### config.mk
export PLATFORM = sky130hd
export DESIGN_NAME = fetch_unit
export DESIGN_NICKNAME = d
export VERILOG_FILES = /design/src/rtl/cpu_pkg.sv /design/src/rtl/pc_adder.sv /design/src/rtl/fetch_unit.sv
export SDC_FILE = /design/constraint.sdc
export NUM_CORES = 1
export LEC_CHECK = 0
export ABC_CLOCK_PERIOD_IN_PS = 4300
export CAP_MARGIN = 20
export CORE_ASPECT_RATIO = 0.75
export CORE_MARGIN = 10
export CORE_UTILIZATION = 45
export CTS_BUF_LIST = sky130_fd_sc_hd__clkbuf_2
export DETAILED_ROUTE_END_ITERATION = 8
export GPL_ROUTABILITY_DRIVEN = 1
export PLACE_DENSITY = 0.75
export SLEW_MARGIN = 25
export SYNTH_ARGS = -nofsm -noshare
export SYNTH_HDL_FRONTEND = slang
export SYNTH_SLANG_ARGS = --single-unit
### constraint.sdc
create_clock -name clk -period 4.3 [get_ports clk]
set_clock_uncertainty 0.05 [all_clocks]
set_input_delay 0.86 -clock clk [delete_from_list [all_inputs] [get_ports clk]]
set_output_delay 0.86 -clock clk [all_outputs]
set_load 0.02 [all_outputs]
### src/rtl/cpu_pkg.sv
// Shared pipeline definitions: fetch-stage defaults and the IF/ID latch bundle.
// Latency: n/a (types and constants only).
// Backpressure: n/a.
package cpu_pkg;

  localparam logic [31:0] RESET_PC_DEF   = 32'h0000_3000;
  localparam logic [31:0] EXC_VECTOR_DEF = 32'h0000_4180;
  localparam logic [31:0] NOP_INSTR      = 32'h0000_0000;

  // Contents of the IF/ID pipeline latch
  typedef struct packed {
    logic [31:0] pc;
    logic [31:0] pc4;
    logic [31:0] instr;
    logic        valid;
    logic        adel;
  } if_id_t;

  // An empty slot: every field zero, so ID sees a NOP with nothing flagged
  localparam if_id_t IF_ID_BUBBLE = '{pc: 32'h0, pc4: 32'h0, instr: NOP_INSTR,
                                      valid: 1'b0, adel: 1'b0};

endpackage : cpu_pkg

### src/rtl/pc_adder.sv
// Sequential-PC incrementer: pc + 4, wrapping modulo 2^32.
// Latency: combinational.
// Backpressure: none.
module pc_adder (
  input  logic [31:0] pc,
  output logic [31:0] pc4
);

  assign pc4 = pc + 32'd4;

endmodule : pc_adder

### src/rtl/fetch_unit.sv
// Instruction fetch: owns the PC, picks the next PC, and fills the IF/ID latch.
// Latency: instruction at imem_addr = A appears in IF/ID one cycle later.
// Backpressure: stall_if holds PC and IF/ID; a redirect seen during a stall is parked until the stall lifts.
module fetch_unit
  import cpu_pkg::*;
#(
  parameter logic [31:0] RESET_PC   = RESET_PC_DEF,
  parameter logic [31:0] EXC_VECTOR = EXC_VECTOR_DEF
) (
  input  logic        clk,
  input  logic        reset,
  input  logic        stall_if,
  input  logic        flush_id,
  input  logic        redirect_valid,
  input  logic [31:0] redirect_target,
  input  logic        exc_valid,
  output logic [31:0] imem_addr,
  input  logic [31:0] imem_rdata,
  output logic [31:0] if_id_pc,
  output logic [31:0] if_id_pc4,
  output logic [31:0] if_id_instr,
  output logic        if_id_valid,
  output logic        if_id_adel
);

  logic [31:0] pc_q, pc_d;
  logic        pend_valid_q, pend_valid_d;
  logic [31:0] pend_target_q, pend_target_d;
  if_id_t      if_id_q, if_id_d;

  logic [31:0] pc4;
  logic        adel_now;
  logic        redirect_applied;

  pc_adder u_pc_adder (
    .pc  (pc_q),
    .pc4 (pc4)
  );

  // Low address bits nonzero means a misaligned fetch; flagged downstream, not trapped here
  assign adel_now = (pc_q[1:0] != 2'b00);

  // Next-PC selection and pending-redirect bookkeeping (exception > redirect > pending > stall > sequential)
  always_comb begin
    pc_d             = pc4;
    pend_valid_d     = pend_valid_q;
    pend_target_d    = pend_target_q;
    redirect_applied = 1'b0;
    if (exc_valid) begin
      pc_d         = EXC_VECTOR;
      pend_valid_d = 1'b0;
    end else if (redirect_valid && !stall_if) begin
      // A fresh redirect supersedes anything still parked
      pc_d             = redirect_target;
      pend_valid_d     = 1'b0;
      redirect_applied = 1'b1;
    end else if (pend_valid_q && !stall_if) begin
      pc_d             = pend_target_q;
      pend_valid_d     = 1'b0;
      redirect_applied = 1'b1;
    end else if (stall_if) begin
      pc_d = pc_q;
      if (redirect_valid) begin
        // Park the target; a later redirect in the same stall overwrites it
        pend_valid_d  = 1'b1;
        pend_target_d = redirect_target;
      end
    end
  end

  // IF/ID latch contents: bubble on exception/flush/taken redirect, hold on stall, else capture fetch
  always_comb begin
    if_id_d = if_id_q;
    if (exc_valid || flush_id) begin
      if_id_d = IF_ID_BUBBLE;
    end else if (stall_if) begin
      if_id_d = if_id_q;
    end else if (redirect_applied) begin
      // Wrong-path instruction is squashed; there is no delay slot
      if_id_d = IF_ID_BUBBLE;
    end else begin
      if_id_d.pc    = pc_q;
      if_id_d.pc4   = pc4;
      if_id_d.instr = adel_now ? NOP_INSTR : imem_rdata;
      if_id_d.valid = 1'b1;
      if_id_d.adel  = adel_now;
    end
  end

  // State registers with synchronous reset that discards any pending redirect
  always_ff @(posedge clk) begin
    if (reset) begin
      pc_q          <= RESET_PC;
      pend_valid_q  <= 1'b0;
      pend_target_q <= 32'h0;
      if_id_q       <= IF_ID_BUBBLE;
    end else begin
      pc_q          <= pc_d;
      pend_valid_q  <= pend_valid_d;
      pend_target_q <= pend_target_d;
      if_id_q       <= if_id_d;
    end
  end

  assign imem_addr   = pc_q;
  assign if_id_pc    = if_id_q.pc;
  assign if_id_pc4   = if_id_q.pc4;
  assign if_id_instr = if_id_q.instr;
  assign if_id_valid = if_id_q.valid;
  assign if_id_adel  = if_id_q.adel;

endmodule : fetch_unit

==> qor.csv <==
metric,value,unit
Rel. slew slack,0.339,
Synth-to-Final Area Change,32.1,%
WHS,0.418,ns
Reg2Reg Setup Slack,1.51,ns
Hold WC Path Type,flip-flop to flip-flop,
detail-routed via count per cell,5.75,
Seq cells post-synth,161,
I/O pin cnt,200,
Core Region,15400,um^2
kind of critical path,flip-flop to primary output,
Routed Wire Length,24.4,mm
Die Wd,165,um
WHS Path Cells,2,
Final Total Pwr,2840,uW
"Async S/R FF share, synth",0,
Worst EP arrival,2.17,ns
htree depth,4,
static leakage,0.00330,uW
clock power share,0.319,
DRT iter0 DRCs,862,
GRT overflow,0,
Skew-Pair Late Insertion Delay,0.73,ns
Mapped Nets,934,
synth warn,0,
Startpoint Class,flip-flop,
Nets,1091,
Row Count,39,
Worst-path clk slew,0.23,ns
Worst path depth,1,
final worst setup slack,1.22,ns
CP Capture Type,primary output,
HPWL Detailed,17.6,mm
Vias,7116,
total negative setup slack,0,ns
worst-margin pin slew,0.990,ns
largest net degree at the start of global routing,85,
Setup Viol. Count Final,0,
Yosys cell types,59,
GRT Total Usage,0.216,
peak fanout along the critical path,12,
clock buffer depth,2,
hold endpoint,pend_target_q[9],
"most common cell after layout, fill and taps aside",clkdlybuf4s50_1,
fin crit period,3.08,ns
IO buf count,199,
WP buf/inv,1,
P_sw,823,uW
final worst path period share,0.717,
hold buffer count at CTS,0,
synthesized area,7140,um^2
ANT cells,0,
"Max stage delay cell, worst path",dfxtp_1,
hold path startpoint,pend_target_q[9],
max cap viols,0,
DRC viols,0,
maximum VDD drop,202,uV
"slowest stage delay, CP",0.74,ns
"Seq/Total Area, Yosys",0.452,
FF-to-FF path depth,4,
total setup buffers inserted after CTS,0,
Top delay family on crit path,flip-flops,
CTS Buf Count,17,
Max Clock Freq,324,MHz
final hold vios,0,
DRT Pass-1 Iters,7,
first-pass GRT wire length,36.9,mm
critical-path cell list,clkdlybuf4s50_1,
FF-to-FF Start,pend_valid_q,
vias in the first global route,6437,
most frequent cells in the layout,"clkdlybuf4s50_1 (197), dfxtp_1 (161), nand2_1 (117)",
global placement routability congestion,0.921,
Syn Area/Cell,8.27,um^2
Max Slew Vio Count,0,
initial antenna violation count,0,
Die Ht,129,um
post-CTS sizing,0,
Initial Util,0.464,
Root Buffer,clkbuf_2,
drt wl/cell,19.7,um
cell count after synthesis,863,
PwrDens,301,nW/um^2
post-place setup slack,1.11,ns
run status,completed,
CTS tree,built,
share of layout cells above drive strength 1,0.0678,
switching share of power,0.290,
Comb power frac,0.127,
Reg power frac,0.554,
RSZ-0062 raised after global routing,no,
Detail Route Antenna Nets,0,
reg-to-reg endpoint,if_id_pc4[17],
Sink Count,161,
Post-synth EDFFs,0,
Power Internal,2020,uW
Synth Flop Type,dfxtp_1,
die footprint,21400,um^2
"Req. time, crit path",3.39,ns
## cells in the mapped netlist, types with 7 or more instances
cell / count / area share
a22oi_1: 72 / 0.076
nand3_1: 21 / 0.015
nand4_1: 13 / 0.011
xnor2_1: 13 / 0.016
nor3_1: 15 / 0.011
a21oi_1: 74 / 0.052
and3_1: 15 / 0.013
o211ai_1: 11 / 0.012
clkbuf_1: 56 / 0.029
nor2_1: 104 / 0.055
o21a_1: 7 / 0.0074
inv_1: 12 / 0.0063
or3_1: 7 / 0.0061
buf_2: 7 / 0.0049
nand2_1: 117 / 0.062
dfxtp_1: 161 / 0.45
mux2i_1: 9 / 0.013
xor2_1: 10 / 0.012
a31oi_1: 8 / 0.0070
o21ai_0: 37 / 0.026
## worst max path at each step
| stage | startpoint | end |
|---|---|---|
| 2_1_floorplan | redirect_valid | if_id_pc[15] |
| 3_3_place_gp | redirect_valid | if_id_pc[6] |
| 3_5_place_dp | redirect_valid | if_id_pc[6] |
| 4_1_cts | imem_addr[19] | imem_addr[19] |
| 5_1_grt | imem_addr[19] | imem_addr[19] |
| 6_report | imem_addr[25] | imem_addr[25] |
## through the flow
stage               cells  cell area, um^2   util
floorplan             863             7140      -
global placement     1206             9160  0.596
detailed placement   1206             9160  0.596
CTS                  1238             9430  0.614
global route         1238             9430  0.614
finish               1238             9430  0.614
## registers in the layout, summed over array words and instances, names as in the netlist, named ones only
register	flops
if_id_valid	1
if_id_pc4	30
pend_target_q	32
if_id_pc	32
if_id_instr	32
if_id_adel	1
imem_addr	30
pend_valid_q	1
## final cells by class
class                      count  area, um^2
clock inverter                15         184
inverter                      13        48.8
tap                          205         256
fill                        1428        5940
timing repair buffer         214        2100
clock buffer                  17        85.1
sequential                   161        3220
multi-input combinational    613        3540
## power groups by stage
stage | logic, uW | clock network (uW) | registers (uW)
2_1_floorplan | 177 | 0 | 1600
3_3_place_gp | 354 | 0 | 1600
3_5_place_dp | 357 | 0 | 1600
4_1_cts | 358 | 927 | 1570
5_1_grt | 391 | 986 | 1580
6_report | 362 | 906 | 1570
## cells by family (layout without fill, tap and decap cells)
kind of cell / after synthesis / after routing / share of synthesized area
xor gates and xnor gates: 23 / 23 / 0.0282
and+or+nand+nor: 330 / 330 / 0.224
buffers and inverters: 89 / 259 / 0.0568
adders and majority gates: 1 / 1 / 0.00175
DFF: 161 / 161 / 0.452
AOI/OAI and AO/OA: 250 / 250 / 0.225
muxes: 9 / 9 / 0.0126
## metal layers
| metal | track usage | part of all wire | up-vias |
|---|---|---|---|
| met5 | 0 | 0 | - |
| met4 | 0.0443 | 0.0085 | 0 |
| met3 | 0.0652 | 0.12 | 15 |
| met2 | 0.310 | 0.42 | 413 |
| met1 | 0.314 | 0.46 | 3303 |
| li1 | - | - | 3385 |
No activity file was read; power rests on OpenSTA's default activity.
